**src/rtl/hazard_forward_unit_if.sv**
```systemverilog
// Hazard/forwarding bus between the decode stage and hazard_forward_unit.
//
// Handshake: i_issue_valid has no ready companion. o_stall acts as the
// inverse of ready. An instruction presented with i_issue_valid=1 is
// accepted on a rising edge only when o_stall=0 and i_flush=0. While
// o_stall=1 the decode stage must hold the same instruction, and the unit
// inserts a bubble into stage 0.
//
// Signals (master = decode side, slave = hazard_forward_unit):
//   i_issue_valid/we/wra/load : instruction leaving decode
//   i_flush                   : kill the instruction in decode
//   i_ra / i_rd               : packed read addresses / register-file data
//   i_stage_data              : result bus of each tracked stage (slice k = stage k)
//   o_rd / o_fwd_hit          : forwarded read data / per-port forward flag
//   o_stall / o_stall_cnt     : decode hold / saturating stall-cycle count
interface hazard_forward_unit_if #(
  parameter int DATA_W = 32,
  parameter int ADDR_W = 5,
  parameter int NUM_RD = 2,
  parameter int DEPTH  = 3
);
  logic                       i_issue_valid;
  logic                       i_issue_we;
  logic [ADDR_W-1:0]          i_issue_wra;
  logic                       i_issue_load;
  logic                       i_flush;
  logic [NUM_RD*ADDR_W-1:0]   i_ra;
  logic [NUM_RD*DATA_W-1:0]   i_rd;
  logic [DEPTH*DATA_W-1:0]    i_stage_data;
  logic [NUM_RD*DATA_W-1:0]   o_rd;
  logic [NUM_RD-1:0]          o_fwd_hit;
  logic                       o_stall;
  logic [15:0]                o_stall_cnt;

  modport master (
    output i_issue_valid, i_issue_we, i_issue_wra, i_issue_load, i_flush,
    output i_ra, i_rd, i_stage_data,
    input  o_rd, o_fwd_hit, o_stall, o_stall_cnt
  );

  modport slave (
    input  i_issue_valid, i_issue_we, i_issue_wra, i_issue_load, i_flush,
    input  i_ra, i_rd, i_stage_data,
    output o_rd, o_fwd_hit, o_stall, o_stall_cnt
  );
endinterface

```
**src/rtl/hazard_forward_unit.sv**
```systemverilog
// hazard_forward_unit: tracks destination registers of the DEPTH stages after
// decode, forwards in-flight results to the register read ports, and stalls
// decode on load-use hazards.
//
// Ports:
//   clk  : sole clock, rising edge
//   rst  : synchronous active-high reset (clears queue and stall counter)
//   bus  : hazard_forward_unit_if.slave (see interface file for signals)
//
// Configuration macro HAZARD_FWD_EN:
//   defined   -> full forwarding; stall only on load-use with the stage-0 entry
//   undefined -> interlock-only; no forwarding, stall on any match with any
//                valid entry while an instruction is issuing
module hazard_forward_unit #(
  parameter int DATA_W = 32,
  parameter int ADDR_W = 5,
  parameter int NUM_RD = 2,
  parameter int DEPTH  = 3
) (
  input logic                  clk,
  input logic                  rst,
  hazard_forward_unit_if.slave bus
);

  // Shift queue: index 0 is the youngest (E), DEPTH-1 the oldest (W).
  logic [DEPTH-1:0]             q_valid;
  logic [DEPTH-1:0]             q_load;
  logic [DEPTH-1:0][ADDR_W-1:0] q_wra;

  logic [NUM_RD-1:0][DEPTH-1:0] match;
  logic                         stall;
  logic [15:0]                  stall_cnt;

  // Entry that enters stage 0 on the next edge. It is a bubble when decode is
  // held or flushed. Writes to r0 are tracked as invalid so they never match.
  logic                         new_valid;
  logic [ADDR_W-1:0]            new_wra;
  logic                         new_load;

  always_comb begin
    match = '0;
    for (int p = 0; p < NUM_RD; p++) begin
      for (int k = 0; k < DEPTH; k++) begin
        match[p][k] = q_valid[k]
                    && (q_wra[k] == bus.i_ra[p*ADDR_W +: ADDR_W])
                    && (bus.i_ra[p*ADDR_W +: ADDR_W] != '0);
      end
    end
  end

`ifdef HAZARD_FWD_EN
  logic [NUM_RD*DATA_W-1:0] rd_fwd;
  logic [NUM_RD-1:0]        hit;
  logic                     load_use;
  logic                     unused_oldest_load;

  // Walk from oldest to youngest so the youngest matching stage is written last.
  always_comb begin
    rd_fwd   = bus.i_rd;
    hit      = '0;
    load_use = 1'b0;
    for (int p = 0; p < NUM_RD; p++) begin
      for (int k = DEPTH - 1; k >= 0; k--) begin
        if (match[p][k]) begin
          rd_fwd[p*DATA_W +: DATA_W] = bus.i_stage_data[k*DATA_W +: DATA_W];
        end
      end
      hit[p]   = |match[p];
      load_use = load_use | (match[p][0] & q_load[0]);
    end
  end

  assign stall              = bus.i_issue_valid & load_use;
  assign bus.o_rd           = rd_fwd;
  assign bus.o_fwd_hit      = hit;
  // The oldest entry's load flag is shifted out without ever being read.
  assign unused_oldest_load = q_load[DEPTH-1];
`else
  logic unused_interlock;

  // Without forwarding, any in-flight producer must retire before the read.
  assign stall            = bus.i_issue_valid & (|match);
  assign bus.o_rd         = bus.i_rd;
  assign bus.o_fwd_hit    = '0;
  assign unused_interlock = ^{bus.i_stage_data, q_load};
`endif

  always_comb begin
    new_valid = 1'b0;
    new_wra   = '0;
    new_load  = 1'b0;
    if (!stall && !bus.i_flush) begin
      new_valid = bus.i_issue_valid & bus.i_issue_we & (bus.i_issue_wra != '0);
      new_wra   = bus.i_issue_wra;
      new_load  = bus.i_issue_load;
    end
  end

  always_ff @(posedge clk) begin
    if (rst) begin
      q_valid   <= '0;
      q_load    <= '0;
      q_wra     <= '0;
      stall_cnt <= '0;
    end else begin
      q_valid <= {q_valid[DEPTH-2:0], new_valid};
      q_load  <= {q_load[DEPTH-2:0], new_load};
      q_wra   <= {q_wra[DEPTH-2:0], new_wra};
      if (stall && (stall_cnt != 16'hFFFF)) begin
        stall_cnt <= stall_cnt + 16'd1;
      end
    end
  end

  assign bus.o_stall     = stall;
  assign bus.o_stall_cnt = stall_cnt;

endmodule

```
**src/flat_wrapper.sv**
```systemverilog
// flat-port wrapper written by rule: the top's interface ports become plain ports
module hazard_forward_unit_flat 
#(
  parameter int DATA_W = 32,
  parameter int ADDR_W = 5,
  parameter int NUM_RD = 2,
  parameter int DEPTH  = 3
)
  (clk, rst, bus_i_issue_valid, bus_i_issue_we, bus_i_issue_wra, bus_i_issue_load, bus_i_flush, bus_i_ra, bus_i_rd, bus_i_stage_data, bus_o_rd, bus_o_fwd_hit, bus_o_stall, bus_o_stall_cnt);
  hazard_forward_unit_if #(.DATA_W(DATA_W), .ADDR_W(ADDR_W), .NUM_RD(NUM_RD), .DEPTH(DEPTH)) bus_i ();
  input logic clk;
  input logic rst;
  input wire logic [$bits(bus_i.i_issue_valid)-1:0] bus_i_issue_valid;
  input wire logic [$bits(bus_i.i_issue_we)-1:0] bus_i_issue_we;
  input wire logic [$bits(bus_i.i_issue_wra)-1:0] bus_i_issue_wra;
  input wire logic [$bits(bus_i.i_issue_load)-1:0] bus_i_issue_load;
  input wire logic [$bits(bus_i.i_flush)-1:0] bus_i_flush;
  input wire logic [$bits(bus_i.i_ra)-1:0] bus_i_ra;
  input wire logic [$bits(bus_i.i_rd)-1:0] bus_i_rd;
  input wire logic [$bits(bus_i.i_stage_data)-1:0] bus_i_stage_data;
  output wire logic [$bits(bus_i.o_rd)-1:0] bus_o_rd;
  output wire logic [$bits(bus_i.o_fwd_hit)-1:0] bus_o_fwd_hit;
  output wire logic [$bits(bus_i.o_stall)-1:0] bus_o_stall;
  output wire logic [$bits(bus_i.o_stall_cnt)-1:0] bus_o_stall_cnt;
  assign bus_i.i_issue_valid = bus_i_issue_valid;
  assign bus_i.i_issue_we = bus_i_issue_we;
  assign bus_i.i_issue_wra = bus_i_issue_wra;
  assign bus_i.i_issue_load = bus_i_issue_load;
  assign bus_i.i_flush = bus_i_flush;
  assign bus_i.i_ra = bus_i_ra;
  assign bus_i.i_rd = bus_i_rd;
  assign bus_i.i_stage_data = bus_i_stage_data;
  assign bus_o_rd = bus_i.o_rd;
  assign bus_o_fwd_hit = bus_i.o_fwd_hit;
  assign bus_o_stall = bus_i.o_stall;
  assign bus_o_stall_cnt = bus_i.o_stall_cnt;
  hazard_forward_unit #(.DATA_W(DATA_W), .ADDR_W(ADDR_W), .NUM_RD(NUM_RD), .DEPTH(DEPTH)) u_core (.clk(clk), .rst(rst), .bus(bus_i));
endmodule
```
**config.mk**
```make
export PLATFORM = sky130hd
export DESIGN_NAME = hazard_forward_unit_flat
export DESIGN_NICKNAME = d
export VERILOG_FILES = /design/src/rtl/hazard_forward_unit_if.sv /design/src/rtl/hazard_forward_unit.sv /design/src/flat_wrapper.sv
export SDC_FILE = /design/constraint.sdc
export NUM_CORES = 1
export LEC_CHECK = 0
export ABC_AREA = 1
export BUFFER_PORTS_ARGS = -buffer_cell sky130_fd_sc_hd__buf_2
export CAP_MARGIN = 20
export CORE_MARGIN = 10
export CORE_UTILIZATION = 40
export DETAILED_ROUTE_END_ITERATION = 8
export PLACE_DENSITY = 0.87
export SETUP_SLACK_MARGIN = 0.1
export SLEW_MARGIN = 30
export SYNTH_ARGS = -nofsm -noshare
export SYNTH_HDL_FRONTEND = slang
export SYNTH_SLANG_ARGS = --single-unit
export TNS_END_PERCENT = 50
```
**constraint.sdc**
```tcl
create_clock -name clk -period 3.4 [get_ports clk]
set_input_delay 0.17 -clock clk [delete_from_list [all_inputs] [get_ports clk]]
set_output_delay 0.17 -clock clk [all_outputs]
set_load 0.005 [all_outputs]
```
==> results.ini <==
[setup_path]
crit_required_ns=3.23
rrSetupSlack_ns=1.60
start_kind=flop
r2r_cells=10
critical_path_arrival_ns=1.92
crit_fanout=31
criticalPathCategory=flop to output pin
worstReg2RegEnd=u_core.bus.o_stall_cnt[15]$_SDFFE_PP0P_
cp-end-kind=output pin
r2r-start=u_core.bus.o_stall_cnt[0]$_SDFFE_PP0P_

[sta]
finalMaxSlewViolations=0
worstMarginPinSlew_ns=0.7113
relSlewSlack_pct=52.58
rsz0062_at_grt=no
fmax_ghz=0.4774
hold_viol_final=0
setup_viol=0
fin_hold_ws_ns=0.1190
setup_tns_ns=0
finClkSkew_ns=0.008364
fin_crit_sh_pct=61.61
fin_crit_ns=2.095

[cts]
clock_path_buffers=2
cts_tree=done
cts_resized=0
clock_latency_ns=0.29
ctsRootBufferMaster=clkbuf_8
htree_levels=2
numCtsBuffers=5
clk_pin_slew_worst_paths_ns=0.08
clock_sinks=34
postCtsHoldBufs=0
cts_setup_buffers=0

[routing]
avgRoutedWirePerCell_um=14.73
drt_iter0_drc=101
ant_nets=0
viasPerCell=4.931
drt-total-wl_um=7278
drc=0
dr.pass1.iters=4
vias=2436

[power_and_ir_drop]
netSwitchingFraction_pct=23.80
leakagePower_uw=0.001339
p_switching_uw=227.2
p_per_area_mw_per_mm2=361.1
combPwrFrac_pct=9.4
pwr-share-seq_pct=42.8
clockPowerShare_pct=47.9
p_int_uw=727.2
vdd_drop_max_mv=0.3534

[status]
status=completed

[yosys]
synth_commonest_cells=nand2_1 (123), buf_4 (67), inv_1 (62)
yosys.area.top_type_share_pct=24.52
yosysSeqAreaShare_pct=24.52
netlist_area_mm2=0.002776
yosysWarningCount=0
synth_flop_cell=dfxtp_1
synth_seq_cells=34
synthTopCellsByArea=dfxtp_1 (25%), buf_4 (18%), nand2_1 (17%)
synth.avg_cell_area_um2=6.267
async_reset_ff_share_pct=0
synth.most_common_cell=nand2_1
synth.largest_area_cell=dfxtp_1
synth_edf_count=0
syn_inst=443
synth.distinct_cells=32

[worst_hold_path]
hp-class=input port to flop
min_path_cells=3
min_from=bus_i_issue_wra[0]
whs_endpoint=u_core.q_wra[0]$_SDFF_PP0_

[global_routing]
grt_overflow_total=0
grt_pass1_wl_um=11500
first_global_vias=2366
grt_start_max_net_pins=33
antenna_found_initial=0
grt_use_total_pct=13.56

[floorplan]
die_h_um=103.3
io_pins=264
die_w_um=103.3
initial_utilization_pct=41.09
die-area_mm2=0.01067
num_rows=30
core_mm2=0.006756

[placement]
hpwl_um=5839
place.gp.congestion=0.8550
place.port_buffers=36
place_area_mm2=0.002505

[finish]
area_delta_synth_final_pct=-4.822
fin_area_mm2=0.002643
drive_above_1_share_pct=21.50
fillers=695
finalNetCount=595
diodes=0

[run]
max_cap_violations=0

-- worst max-delay path: stages (launching register included) --
cell and delay, ns:
dfxtp_1 0.36, inv_1 0.07, nand2_1 0.07, nand2_1 0.06, nand2_1 0.07, nor2_1 0.04
nand2_1 0.06, nand2_1 0.05, nand2_1 0.10, nand3_4 0.36, nand2_4 0.19, inv_1 0.08
buf_2 0.13
-- layer usage --
metal	wire length, um	GRT usage [%]	vias to the layer above
met5	0	0	-
met4	489	9.091	0
met3	976	6.645	37
met2	3215	21.70	111
met1	2596	13.78	1086
li1	-	-	1202
-- power by group through the flow --
stage	clock, uW	combinational [uW]	sequential, uW
global route	481	102	409
detailed placement	0	88.4	418
CTS	466	89.3	408
floorplan	0	121	417
global placement	0	85.2	417
finish	457	89.2	408
-- worst max-delay path by stage --
stage	from	slack [ns]	depth (start not counted)	endpoint
final	u_core.q_wra[3]$_SDFF_PP0_	1.31	12	bus_o_stall
after global routing	u_core.q_wra[4]$_SDFF_PP0_	1.17	12	bus_o_stall
after CTS	u_core.q_wra[3]$_SDFF_PP0_	1.30	12	bus_o_stall
after detailed placement	bus_i_ra[4]	1.61	12	bus_o_stall
after global placement	bus_i_ra[4]	1.66	12	bus_o_stall
after floorplan	u_core.bus.o_stall_cnt[0]$_SDFFE_PP0P_	1.88	10	u_core.bus.o_stall_cnt[5]$_SDFFE_PP0P_
-- cell families (layout without fill, tap and decap cells) --
family                     count (synthesis)  count (layout)  synth area share, %
AOI/OAI and AO/OA                          7               7                1.487
DFF                                       34              34                24.52
buffers and inverters                    151             121                30.42
and+or+nand+nor                          245             245                41.73
adders and majority gates                  1               1               0.4506
other                                      1               2               0.1351
xor gates and xnor gates                   4               4                1.262
-- layout by cell type, fill, tap and decap left out, types with 3 or more instances in the layout --
cell type / Yosys / routed
nand2_2: 3 / 3
buf_2: 2 / 36
nand3_1: 12 / 12
nand2_1: 123 / 123
dfxtp_1: 34 / 34
o21ai_1: 3 / 3
nor2_1: 59 / 59
nand4_1: 18 / 18
clkbuf_8: 0 / 5
nand3_2: 13 / 13
nor2_2: 6 / 6
inv_1: 62 / 62
inv_2: 15 / 15
nor3_2: 3 / 3
-- final cells by class --
type                    count  area [um2]  share of cell area, %
repair buffers             36       180.2                  6.818
clock inverters             3       68.82                  2.604
inverters                  77       289.0                  10.94
clock buffers               5       68.82                  2.604
multi-input cells         259        1255                  47.49
well taps                  80       100.1                  3.788
flip-flops and latches     34       680.7                  25.76
-- registers in the layout, summed over array words and instances (netlist names) --
signal and flops:
u_core.bus.o_stall_cnt 16, u_core.q_wra 15, u_core.q_valid 3
-- stage by stage --
step | utilization [%] | std cells | setup slack (ns) | total power (uW)
global route | 39.11 | 494 | 1.168 | 992.1
global placement | 37.07 | 486 | 1.661 | 502.4
detailed placement | 37.07 | 486 | 1.613 | 506.0
finish | 39.11 | 494 | 1.305 | 954.3
floorplan | - | 444 | 1.877 | 537.9
CTS | 39.11 | 494 | 1.305 | 963.0
No activity file was read; power rests on OpenSTA's default activity.
